[config.mk]
export PLATFORM = sky130hd
export DESIGN_NAME = input_debouncer
export DESIGN_NICKNAME = d
export VERILOG_FILES = /design/src/rtl/debounce_pkg.sv /design/src/rtl/debounce_channel.sv /design/src/rtl/input_debouncer.sv
export SDC_FILE = /design/constraint.sdc
export NUM_CORES = 1
export LEC_CHECK = 0
export BUFFER_PORTS_ARGS = -buffer_cell sky130_fd_sc_hd__buf_2
export CORE_ASPECT_RATIO = 1.25
export CORE_MARGIN = 5
export CORE_UTILIZATION = 45
export CTS_CLUSTER_SIZE = 28
export DETAILED_ROUTE_END_ITERATION = 10
export PLACE_DENSITY = 0.7
export SETUP_SLACK_MARGIN = 0.05
export SLEW_MARGIN = 20
export SYNTH_ARGS = -nofsm -noshare
export SYNTH_HDL_FRONTEND = slang
export SYNTH_SLANG_ARGS = --single-unit
export TNS_END_PERCENT = 20
[constraint.sdc]
create_clock -name Clk -period 4.6 [get_ports Clk]
set_clock_uncertainty 0.15 [all_clocks]
set_input_delay 0.69 -clock Clk [delete_from_list [all_inputs] [get_ports Clk]]
set_output_delay 0.69 -clock Clk [all_outputs]
set_load 0.01 [all_outputs]
[src/rtl/debounce_pkg.sv]
// -----------------------------------------------------------------------------
// debounce_pkg
// Shared definitions for the input debouncer:
//   deb_state_t              - per-channel debounce FSM states
//   DEFAULT_DEBOUNCE_CYCLES  - production qualification length (10 ms @ 100 MHz)
//   SIM_DEBOUNCE_CYCLES      - short qualification length for benches
// -----------------------------------------------------------------------------
package debounce_pkg;

   typedef enum logic [1:0] {
      STABLE_LO = 2'd0,
      WAIT_HI   = 2'd1,
      STABLE_HI = 2'd2,
      WAIT_LO   = 2'd3
   } deb_state_t;

   localparam int DEFAULT_DEBOUNCE_CYCLES = 1000000;
   localparam int SIM_DEBOUNCE_CYCLES     = 4;

endpackage

[src/rtl/debounce_channel.sv]
// -----------------------------------------------------------------------------
// debounce_channel
// One channel of the debouncer: two-flop synchronizer, debounce FSM with
// qualification counter, registered clean level and optional edge pulses.
//
// Optional feature macro: DEBOUNCE_EDGE_EN
//   defined   - rise/fall are registered one-cycle pulses on clean transitions
//   undefined - no edge registers are built; rise/fall are tied low
//
// Ports:
//   Clk    in   system clock, rising edge
//   Reset  in   asynchronous active-high reset
//   raw    in   unsynchronized switch/button level
//   clean  out  debounced level, registered
//   rise   out  one-cycle pulse on clean 0->1
//   fall   out  one-cycle pulse on clean 1->0
// -----------------------------------------------------------------------------
module debounce_channel
   import debounce_pkg::*;
#(
   parameter int DEBOUNCE_CYCLES = DEFAULT_DEBOUNCE_CYCLES   // must be >= 2
) (
   input  logic Clk,
   input  logic Reset,
   input  logic raw,
   output logic clean,
   output logic rise,
   output logic fall
);

   // DEBOUNCE_CYCLES-1 always fits in $clog2(DEBOUNCE_CYCLES) bits, so the
   // counter saturates at the terminal count and never wraps.
   localparam int               CNT_W    = $clog2(DEBOUNCE_CYCLES);
   localparam logic [CNT_W-1:0] CNT_LAST = CNT_W'(DEBOUNCE_CYCLES - 1);
   localparam logic [CNT_W-1:0] CNT_ONE  = CNT_W'(1);

   logic             sync1_reg;
   logic             sync2_reg;
   deb_state_t       state_reg,  state_next;
   logic [CNT_W-1:0] cnt_reg,    cnt_next;
   logic             clean_reg,  clean_next;

   // Synchronizer: only sync2_reg is allowed to feed the FSM.
   always_ff @(posedge Clk or posedge Reset) begin
      if (Reset) begin
         sync1_reg <= 1'b0;
         sync2_reg <= 1'b0;
      end else begin
         sync1_reg <= raw;
         sync2_reg <= sync1_reg;
      end
   end

   always_ff @(posedge Clk or posedge Reset) begin
      if (Reset) begin
         state_reg <= STABLE_LO;
         cnt_reg   <= '0;
         clean_reg <= 1'b0;
      end else begin
         state_reg <= state_next;
         cnt_reg   <= cnt_next;
         clean_reg <= clean_next;
      end
   end

   // Entering a WAIT state already counts the first differing sample, which is
   // why the counter starts at 1 and the flip happens at DEBOUNCE_CYCLES-1.
   always_comb begin
      state_next = state_reg;
      cnt_next   = cnt_reg;
      clean_next = clean_reg;
      case (state_reg)
         STABLE_LO: begin
            if (sync2_reg) begin
               state_next = WAIT_HI;
               cnt_next   = CNT_ONE;
            end else begin
               cnt_next   = '0;
            end
         end
         WAIT_HI: begin
            if (!sync2_reg) begin
               state_next = STABLE_LO;
               cnt_next   = '0;
            end else if (cnt_reg == CNT_LAST) begin
               state_next = STABLE_HI;
               clean_next = 1'b1;
               cnt_next   = '0;
            end else begin
               cnt_next   = cnt_reg + CNT_ONE;
            end
         end
         STABLE_HI: begin
            if (!sync2_reg) begin
               state_next = WAIT_LO;
               cnt_next   = CNT_ONE;
            end else begin
               cnt_next   = '0;
            end
         end
         WAIT_LO: begin
            if (sync2_reg) begin
               state_next = STABLE_HI;
               cnt_next   = '0;
            end else if (cnt_reg == CNT_LAST) begin
               state_next = STABLE_LO;
               clean_next = 1'b0;
               cnt_next   = '0;
            end else begin
               cnt_next   = cnt_reg + CNT_ONE;
            end
         end
         default: begin
            state_next = STABLE_LO;
            cnt_next   = '0;
            clean_next = 1'b0;
         end
      endcase
   end

   assign clean = clean_reg;

`ifdef DEBOUNCE_EDGE_EN
   logic rise_reg, rise_next;
   logic fall_reg, fall_next;

   // clean only changes on a completed qualification, so a change between
   // clean_reg and clean_next is exactly the transition to pulse on.
   always_comb begin
      rise_next = ~clean_reg &  clean_next;
      fall_next =  clean_reg & ~clean_next;
   end

   always_ff @(posedge Clk or posedge Reset) begin
      if (Reset) begin
         rise_reg <= 1'b0;
         fall_reg <= 1'b0;
      end else begin
         rise_reg <= rise_next;
         fall_reg <= fall_next;
      end
   end

   assign rise = rise_reg;
   assign fall = fall_reg;
`else
   assign rise = 1'b0;
   assign fall = 1'b0;
`endif

endmodule

[src/rtl/input_debouncer.sv]
// -----------------------------------------------------------------------------
// input_debouncer
// N independent synchronizer + debouncer channels for board switches and
// pushbuttons. Clean outputs are safe to use as data or clock enables
// downstream.
//
// Optional feature macro: DEBOUNCE_EDGE_EN (edge pulses on Rise/Fall; when
// undefined Rise and Fall are constant 0 and Clean timing is unchanged).
//
// Ports:
//   Clk    in   system clock, rising edge
//   Reset  in   asynchronous active-high reset
//   Raw    in   [N-1:0] unsynchronized input levels
//   Clean  out  [N-1:0] debounced levels, registered
//   Rise   out  [N-1:0] one-cycle pulse on Clean 0->1
//   Fall   out  [N-1:0] one-cycle pulse on Clean 1->0
// -----------------------------------------------------------------------------
module input_debouncer
   import debounce_pkg::*;
#(
   parameter int N               = 4,
   parameter int DEBOUNCE_CYCLES = DEFAULT_DEBOUNCE_CYCLES   // must be >= 2
) (
   input  logic         Clk,
   input  logic         Reset,
   input  logic [N-1:0] Raw,
   output logic [N-1:0] Clean,
   output logic [N-1:0] Rise,
   output logic [N-1:0] Fall
);

   genvar gi;
   generate
      for (gi = 0; gi < N; gi++) begin : g_chan
         debounce_channel #(
            .DEBOUNCE_CYCLES (DEBOUNCE_CYCLES)
         ) u_chan (
            .Clk   (Clk),
            .Reset (Reset),
            .raw   (Raw[gi]),
            .clean (Clean[gi]),
            .rise  (Rise[gi]),
            .fall  (Fall[gi])
         );
      end
   endgenerate

endmodule
### After elaboration in Yosys (flattened, before gate mapping)

Cells that the tools add are included.

| operators by class | value |
|---|---|
| add/sub/neg operators | 4 |
| equal/unequal tests | 48 |
| muxes and demuxes | 72 |
| reductions and logical operators | 16 |

Operators with widths:

| cell | number |
|---|---|
| 20-bit one-hot mux with 4 select lines | 4 |
| 20-bit two-way mux | 12 |
| 20-bit by 1-bit adder with 20-bit output (second input constant) | 4 |
| 20-bit == test (second input constant) | 4 |
| 2-bit two-way mux | 24 |
| 2-bit by 1-bit inequality test with 1-bit output (second input constant) | 16 |
| 2-bit one-hot mux with 4 select lines | 4 |
| 1-bit two-way mux | 24 |
| 5-bit AND reduction | 4 |
| 2-bit == test (second input constant) | 8 |
| 2-bit inequality test (second input constant) | 8 |
| 4-bit AND reduction | 4 |
| 3-bit by 1-bit inequality test with 1-bit output (second input constant) | 4 |
| 3-bit inequality test (second input constant) | 4 |
| 2-bit by 1-bit == test with 1-bit output (second input constant) | 4 |
| 2-bit zero test | 4 |
| 1-bit one-hot mux with 2 select lines | 4 |
| 2-bit nonzero test | 4 |

| word-level totals | value |
|---|---|
| bits of input ports | 6 |
| output and inout port bits | 12 |
| register bits after elaboration | 100 |

### Longest topological paths before layout

Gate-level depths: netlist of the first run.

| depth | value |
|---|---|
| word-level depth | 4 |
| gate-level depth with buffers | 7 |
| mapped depth without buffers | 5 |

### Hierarchy

Synthesis of the first run repeated with hierarchy kept, for this count alone.

| second synthesis, totals | value |
|---|---|
| cells, all modules | 495 |
| area total of the unflattened synthesis | 4967.3 um2 |

By module, submodules not included:

| module | instances | cells each | area an instance (um2) |
|---|---|---|---|
| debounce_channel at g_chan[1].u_chan ... | 2 | 122 | 1237.4 |
| debounce_channel at g_chan[0].u_chan | 1 | 128 | 1268.7 |
| debounce_channel at g_chan[3].u_chan | 1 | 123 | 1223.7 |

### Worst setup path after synthesis of the first run

No wires, ideal clock.

| timing path | value |
|---|---|
| path type | reg-to-reg |
| start point | register g_chan[2].u_chan.cnt_reg[12] |
| end point | register (tool-made name) |
| setup time | 0.125 ns |
| period minus slack after synthesis | 2.295 ns |
| arrival time | 2.020 ns |
| stages on the path, launching flop included | 6 |
| setup slack | 2.305 ns |
| cell sequence | dfrtp_1 -> or4_1 -> or4_1 -> buf_2 -> nor3_2 -> mux2_2 |

RTL lines:

| element | line | RTL |
|---|---|---|
| start: declaration | debounce_channel.sv:40 | `logic [CNT_W-1:0] cnt_reg, cnt_next;` |
| start signal: assignment | debounce_channel.sv:61 | `cnt_reg <= cnt_next;` |

### Worst setup path in the final report of the first run

| timing path | value |
|---|---|
| start point | register g_chan[0].u_chan.cnt_reg[0] |
| end point | register g_chan[0].u_chan.cnt_reg[5] |

| on the way | value |
|---|---|
| longest elaborated chain between the ends | 4 |

Ends and longest elaborated chain:

| element | line | RTL |
|---|---|---|
| start: declaration | debounce_channel.sv:40 |  |
| start signal: assignment | debounce_channel.sv:61 |  |
| 20-bit by 1-bit adder with 20-bit output or 20-bit == test (tied branches) | -- |  |
| 20-bit two-way mux * | debounce_channel.sv:85, debounce_channel.sv:105 |  |
| 20-bit two-way mux (on tied branches) | debounce_channel.sv:102, debounce_channel.sv:82 |  |
| 20-bit one-hot mux with 4 select lines * | debounce_channel.sv:72 | `case (state_reg)` |
| named net g_chan[0].u_chan.cnt_next[5] | debounce_channel.sv:40 |  |

The timed path passes the listed nets; every way through them passes the cells marked *.
A chain may end at the register's enable or synchronous reset.

==> summary.md, run 1 <==
| Metric | Value |
|---|---|
| Max Used Layer | `met4` |
| Hold depth | `0` |
| Fraction of the mapped netlist area in simple logic gates | `22.9%` |
| Reg2reg start | `g_chan[0].u_chan.cnt_reg[0]` |
| Leakage power | `2.07 nW` |
| Final Hold Fails | `0` |
| Clk root buf | `clkbuf_16` |
| Post-CTS Hold Fix Bufs | `0` |
| Met3 wire len | `167 um` |
| R2R Path End | `g_chan[0].u_chan.cnt_reg[5]` |
| PD cells | `332 nW/um2` |
| Die ar. | `13,000 um2` |
| DRT antenna net count | `0` |
| FMAX | `403 MHz` |
| GPL Wtd Cong | `0.787` |
| Largest family of logic cells by synthesized area | `simple AND/OR/NAND/NOR gates` |
| Multiplexer area fraction after synthesis | `0.926%` |
| WP buf/inv | `0` |
| Hold Path Class | `reg -> reg` |
| Unrepaired setup endpoints after global routing | `false` |
| Main synth FF type | `dfrtp_1` |
| Tightest Pin Transition | `807 ps` |
| Max-Cap Viols | `0` |
| #FFs+latches synth | `100` |
| Post-CTS sizing | `0` |
| Top delay family on crit path | `simple AND/OR/NAND/NOR gates` |
| Critical path arrival | `2520 ps` |
| HP Start | `g_chan[2].u_chan.sync1_reg` |
| Area leader, netlist | `dfrtp_1` |
| DR WL/cell | `14.0 um` |
| Area overhead of the layout relative to synthesis | `8.49%` |
| Largest net degree at the start of global routing | `69` |
| Cell with the most instances after synthesis | `dfrtp_1` |
| H-tree lvl count | `3` |
| Clk_lat worst skew | `340 ps` |
| Seq. cell area | `2500 um2` |
| Post-Synth Adder-Cell Area | `1.03%` |
| FILL cells | `1,001` |
| Cts bufs inserted | `9` |
| Worst slew margin | `46.2%` |
| Vias/cell | `5.56` |
| Crit-path max FO | `19` |
| Port Buffers | `9` |
| Mean Syn Cell Area | `9.97 um2` |
| Fin util | `49.7%` |
| Top cells by area, synth | `dfrtp_1, xnor2_1, nor2_1` |
| Final wirelength | `8770 um` |
| Gate Count Post-Synth | `488` |
| Post-synthesis xor/xnor area fraction | `8.64%` |
| Flop2flop setup slack | `2120 ps` |
| WP data required | `4640 ps` |
| Tot Pwr | `1.75 mW` |
| Startpoint Class | `flip-flop` |
| Row count | `42` |
| Status | `completed` |
| Max VDD drop | `0.000247 V` |
| Starting density of the core | `45.8%` |
| Kind of critical path | `reg -> reg` |
| Global route overflow | `0` |
| Post-CTS Setup Bufs | `0` |
| DP HPWL | `5980 um` |
| Post-route minimum period | `2480 ps` |
| Max Slew Vio Count | `0` |
| Detailed Routing Iterations Pass 1 | `4` |
| Area of the multi-input gates | `2150 um2` |
| Synth async-reset ratio | `100%` |
| Reg clk slew, reported paths | `60 ps` |
| Top-area cell type share of the netlist area | `51.4%` |
| Final setup fails | `0` |
| Die Y | `126 um` |
| Initial drt markers | `141` |
| First-pass GRT wire length | `15,600 um` |
| WHS Endpoint | `g_chan[2].u_chan.sync2_reg` |
| Share of layout cells above drive strength 1 | `8.27%` |
| Routed length on met1 | `3870 um` |
| Antenna cell count | `0` |
| Max FFs per register | `80` |
| Number of flops mapped to enable cells by yosys | `0` |
| Post-synth top cells | `dfrtp_1, nor2_1, a21oi_1, xnor2_1, nand2_1` |
| Synth Area in Compound Gates | `10.0%` |
| Fin Setup TNS | `0 ps` |
| Clock sinks | `100` |
| I/O pins | `18` |
| Core area | `10,600 um2` |
| Setup crit end kind | `flip-flop` |
| Vias in the first global route | `3,480` |
| Fin nets | `501` |
| Library cells used by synthesis | `48` |
| DRC viols | `0` |
| Antenna violations before repair | `0` |
| Final Cycle Share | `53.9%` |
| Crit path cell chain | `ha_1, nand3_1, or4_1, o21ai_2, nor2_1` |
| Clk buf depth | `2` |
| Chip width | `103 um` |
| Slowest-stage cell, CP | `or4_1` |
| Post-synthesis cell area | `4870 um2` |
| Vias | `3,489` |
| Yosys warnings | `0` |
| Delay of the slowest critical-path stage | `650 ps` |
| CTS tree | `built` |
| Met2 wire length | `4640 um` |
| Tot GR Track Use | `14.7%` |
| R2R cell count | `5` |
| Seq/Total Area, Yosys | `51.4%` |
-- metrics by stage --
stage	cells	cell area [um2]	setup WS, ps	hold slack (ps)
floorplan	495	4890	1140	181
global placement	612	4960	2140	182
detailed placement	612	4960	2100	185
CTS	628	5280	2090	199
global route	628	5280	1940	211
finish	628	5280	2120	200
-- placed cells by master (no fill, tap or decap), types with 12 or more instances in the layout --
master | synthesis | routed
or4_1 | 21 | 21
a21oi_1 | 33 | 33
nand3_1 | 21 | 21
nor3_1 | 12 | 12
nand2_1 | 25 | 25
o31ai_1 | 13 | 13
nand4_1 | 15 | 15
inv_1 | 24 | 23
dfrtp_1 | 100 | 100
xor2_1 | 17 | 17
or3_1 | 15 | 15
xnor2_1 | 31 | 31
nor2_1 | 60 | 60
o21ai_0 | 15 | 15
-- routing by layer --
layer / up-vias / track usage, %
li1: 1729 / -
met2: 28 / 25.7
met5: - / 0
met4: 0 / 6.63
met3: 6 / 2.32
met1: 1726 / 17.5
-- final cells by class --
class | count | share of cell area [%]
multi-input combinational | 346 | 40.7
sequential | 100 | 47.4
timing repair buffer | 10 | 0.995
tap | 132 | 3.13
clock inverter | 5 | 1.42
clock buffer | 11 | 4.60
inverter | 24 | 1.75
-- power by group --
group,internal [mW],total [mW],switching [mW]
Clock,0.489,0.800,0.312
Combinational,0.0124,0.0527,0.0404
Sequential,0.889,0.897,0.00807
Total,1.39,1.75,0.360
-- how the worst max path moves through the flow --
stage                                             end                         start  slack [ps]  depth (start not counted)
after floorplan                             async pin                         Reset        1140                          1
after global placement    g_chan[1].u_chan.cnt_reg[3]  g_chan[1].u_chan.cnt_reg[15]        2140                          4
after detailed placement  g_chan[0].u_chan.cnt_reg[5]   g_chan[0].u_chan.cnt_reg[0]        2100                          5
after CTS                 g_chan[0].u_chan.cnt_reg[5]   g_chan[0].u_chan.cnt_reg[0]        2090                          5
after global routing      g_chan[0].u_chan.cnt_reg[6]   g_chan[0].u_chan.cnt_reg[0]        1940                          5
final                     g_chan[0].u_chan.cnt_reg[5]   g_chan[0].u_chan.cnt_reg[0]        2120                          5
-- cell families after synthesis --
group,after synthesis
and+or+nand+nor,205
buffers and inverters,49
adders and majority gates,4
xor gates and xnor gates,48
other,1
DFF,100
muxes,4
AOI/OAI and AO/OA,77
Power figures use the tool's default switching activity.
==> run 2, diff against run 1 <==
clock period = 2.6 ns   (was 4.6 ns; I/O delays follow)
==> run 2 against run 1 <==
Net effect:
- combinational power rose by 99%
- worst setup slack worse by 2000 ps
- core utilization rose by 0.78 points
- clock power grew 77%
- register-to-register slack got worse by 2000 ps
- largest power group unchanged
==> summary.md, run 2 (synthesized netlist as in run 1, its figures left out) <==
| Metric | Value |
|---|---|
| CTS tree | `built` |
| Chip width | `103 um (unchanged)` |
| Met1 usage | `19.6% (+2.2 points)` |
| Core area | `10,600 um2 (unchanged)` |
| Leading cell type in the layout, fill and taps excluded | `dfrtp_1` |
| Detailed Routing Iterations Pass 1 | `4 (unchanged)` |
| Critical path arrival | `2520 ps (about the same)` |
| Starting density of the core | `45.8% (unchanged)` |
| Max FFs per register | `80 (unchanged)` |
| Tot GR Track Use | `14.7% (-0.016 points)` |
| DP HPWL | `5750 um (-3.8%)` |
| Tot Pwr | `3.11 mW (+78%)` |
| Reg2reg start | `g_chan[2].u_chan.cnt_reg[12]` |
| Kind of critical path | `reg -> reg` |
| Setup crit end kind | `flip-flop` |
| Area overhead of the layout relative to synthesis | `10.2%` |
| Hold Path Class | `in -> async` |
| Antenna cell count | `0 (unchanged)` |
| Max-Cap Viols | `0 (unchanged)` |
| Antenna violations before repair | `0 (unchanged)` |
| Clk buf depth | `2 (unchanged)` |
| Crit-path max FO | `5 (-14)` |
| DRT antenna net count | `0 (unchanged)` |
| Unrepaired setup endpoints after global routing | `false` |
| Crit path cell chain | `or4_1, or4_1, nor3_2, mux2_2` |
| Vias in the first global route | `3,455 (-0.72%)` |
| Final Cycle Share | `94.2% (+40 points)` |
| Clk root buf | `clkbuf_16` |
| Initial drt markers | `136 (-3.5%)` |
| First-pass GRT wire length | `15,600 um (+0.26%)` |
| Clk_lat worst skew | `340 ps (about the same)` |
| WP data required | `2670 ps (-1970 ps)` |
| H-tree lvl count | `3 (unchanged)` |
| Top delay family on crit path | `simple AND/OR/NAND/NOR gates` |
| Max VDD drop | `0.000315 V (+27%)` |
| Reg clk slew, reported paths | `70 ps (about the same)` |
| Fin Setup TNS | `0 ps (unchanged)` |
| Fin util | `50.5% (+0.78 points)` |
| CP dominant cell by count | `or4_1` |
| GR Util met2 | `23.6% (-2.1 points)` |
| Die Y | `126 um (unchanged)` |
| Worst slew margin | `63.5% (+17 points)` |
| Flop2flop setup slack | `150 ps (-1970 ps)` |
| Global route overflow | `0 (unchanged)` |
| R2R cell count | `4 (-1)` |
| DRC viols | `0 (unchanged)` |
| Vias | `3,451 (-1.1%)` |
| Area of the multi-input gates | `2140 um2 (-0.17%)` |
| Post-route minimum period | `2450 ps (-28.4 ps)` |
| Vias/cell | `5.43 (-2.2%)` |
| GRT Max-Usage Layer | `met2` |
| Seq. cell area | `2500 um2 (unchanged)` |
| Cts bufs inserted | `9 (unchanged)` |
| Fin nets | `508 (+1.4%)` |
| Final wirelength | `8700 um (-0.89%)` |
| Tightest Pin Transition | `547 ps (-260 ps)` |
| Port Buffers | `9 (unchanged)` |
| FMAX | `408 MHz (+1.2%)` |
| Share of layout cells above drive strength 1 | `8.75% (+0.48 points)` |
| Leakage power | `2.11 nW (+1.7%)` |
| Startpoint Class | `flip-flop` |
| GPL Wtd Cong | `0.826 (+4.9%)` |
| Die ar. | `13,000 um2 (unchanged)` |
| Final Hold Fails | `0 (unchanged)` |
| Most frequent cells in the layout | `dfrtp_1, nor2_1, a21oi_1` |
| Largest net degree at the start of global routing | `101 (+46%)` |
| Status | `completed` |
| Row count | `42 (unchanged)` |
| FILL cells | `991 (-1.0%)` |
| Slowest-stage cell, CP | `or4_1` |
| DR WL/cell | `13.7 um (-2.0%)` |
| Max Slew Vio Count | `0 (unchanged)` |
| Clock sinks | `100 (unchanged)` |
| Met3 usage | `2.16% (-0.17 points)` |
| WP buf/inv | `0 (unchanged)` |
| PD cells | `581 nW/um2 (+75%)` |
| I/O pins | `18 (unchanged)` |
| Delay of the slowest critical-path stage | `680 ps (+30 ps)` |
| Final setup fails | `0 (unchanged)` |
-- run 2: changes by cell type in the layout (fill, tap and decap cells not counted) --
cell / change
o21ai_2: -1
inv_4: -1
buf_12: +2
o21ai_1: +1
dlygate4sd3_1: +3
buf_4: +2
clkinvlp_4: +1
-- run 2: how the worst max path moves through the flow --
| stage | start | slack (ps) | cells after the start | endpoint |
|---|---|---|---|---|
| 2_1_floorplan | g_chan[2].u_chan.cnt_reg[12] | 310 | 5 | flip-flop |
| 6_report | g_chan[2].u_chan.cnt_reg[12] | 150 | 4 | flip-flop |
| 3_3_place_gp | g_chan[2].u_chan.cnt_reg[10] | 240 | 4 | g_chan[2].u_chan.cnt_reg[3] |
| 4_1_cts | g_chan[2].u_chan.cnt_reg[12] | 150 | 4 | flip-flop |
| 3_5_place_dp | g_chan[2].u_chan.cnt_reg[12] | 180 | 4 | flip-flop |
| 5_1_grt | g_chan[2].u_chan.cnt_reg[10] | 80 | 4 | flip-flop |
-- run 2: cell type report --
| cell class | instances | share of cell area, % |
|---|---|---|
| Tap cell | 132 | 3.08 |
| Inverter | 24 | 1.75 |
| Clock inverter | 5 | 1.40 |
| Sequential cell | 100 | 46.7 |
| Timing Repair Buffer | 17 | 2.57 |
| Multi-Input combinational cell | 346 | 40.0 |
| Clock buffer | 11 | 4.53 |
-- run 2: through the flow --
step                hold slack (ps)  setup WS [ps]  instance area, um2  instances
floorplan                       181            305                4900        495
global placement                183            240                4990        615
detailed placement              186            175                4990        615
CTS                            21.7            151                5340        634
global route                   19.4           80.4                5360        635
finish                         16.4            150                5360        635
-- run 2: worst reg2reg max path: stages, from the launching register on --
cell and delay [ps]:
dfrtp_1 410, or4_1 520, or4_1 680, nor3_2 210
mux2_2 360
-- run 2: report_power, final --
part / leakage [nW] / switching (mW) / internal (mW)
logic: 0.586 / 0.0738 / 0.0315
clock network: 0.159 / 0.556 / 0.865
registers: 1.36 / 0.0148 / 1.57
total: 2.11 / 0.645 / 2.47
-- run 2: routing by layer --
| layer | vias up | routed length, um |
|---|---|---|
| met2 | 23 | 4470 |
| li1 | 1732 | - |
| met3 | 7 | 159 |
| met4 | 0 | 136 |
| met1 | 1689 | 3930 |
| met5 | - | 0 |
-- run 2: what timing repair did --
| action | CTS | global route |
|---|---|---|
| endpoints found under the setup margin | 0 | 1 |
| hold buffers | 3 | 0 |
| buffers inserted | 0 | 1 |
| gates resized for setup | 0 | 0 |
| hold endpoints to repair | 3 | 0 |
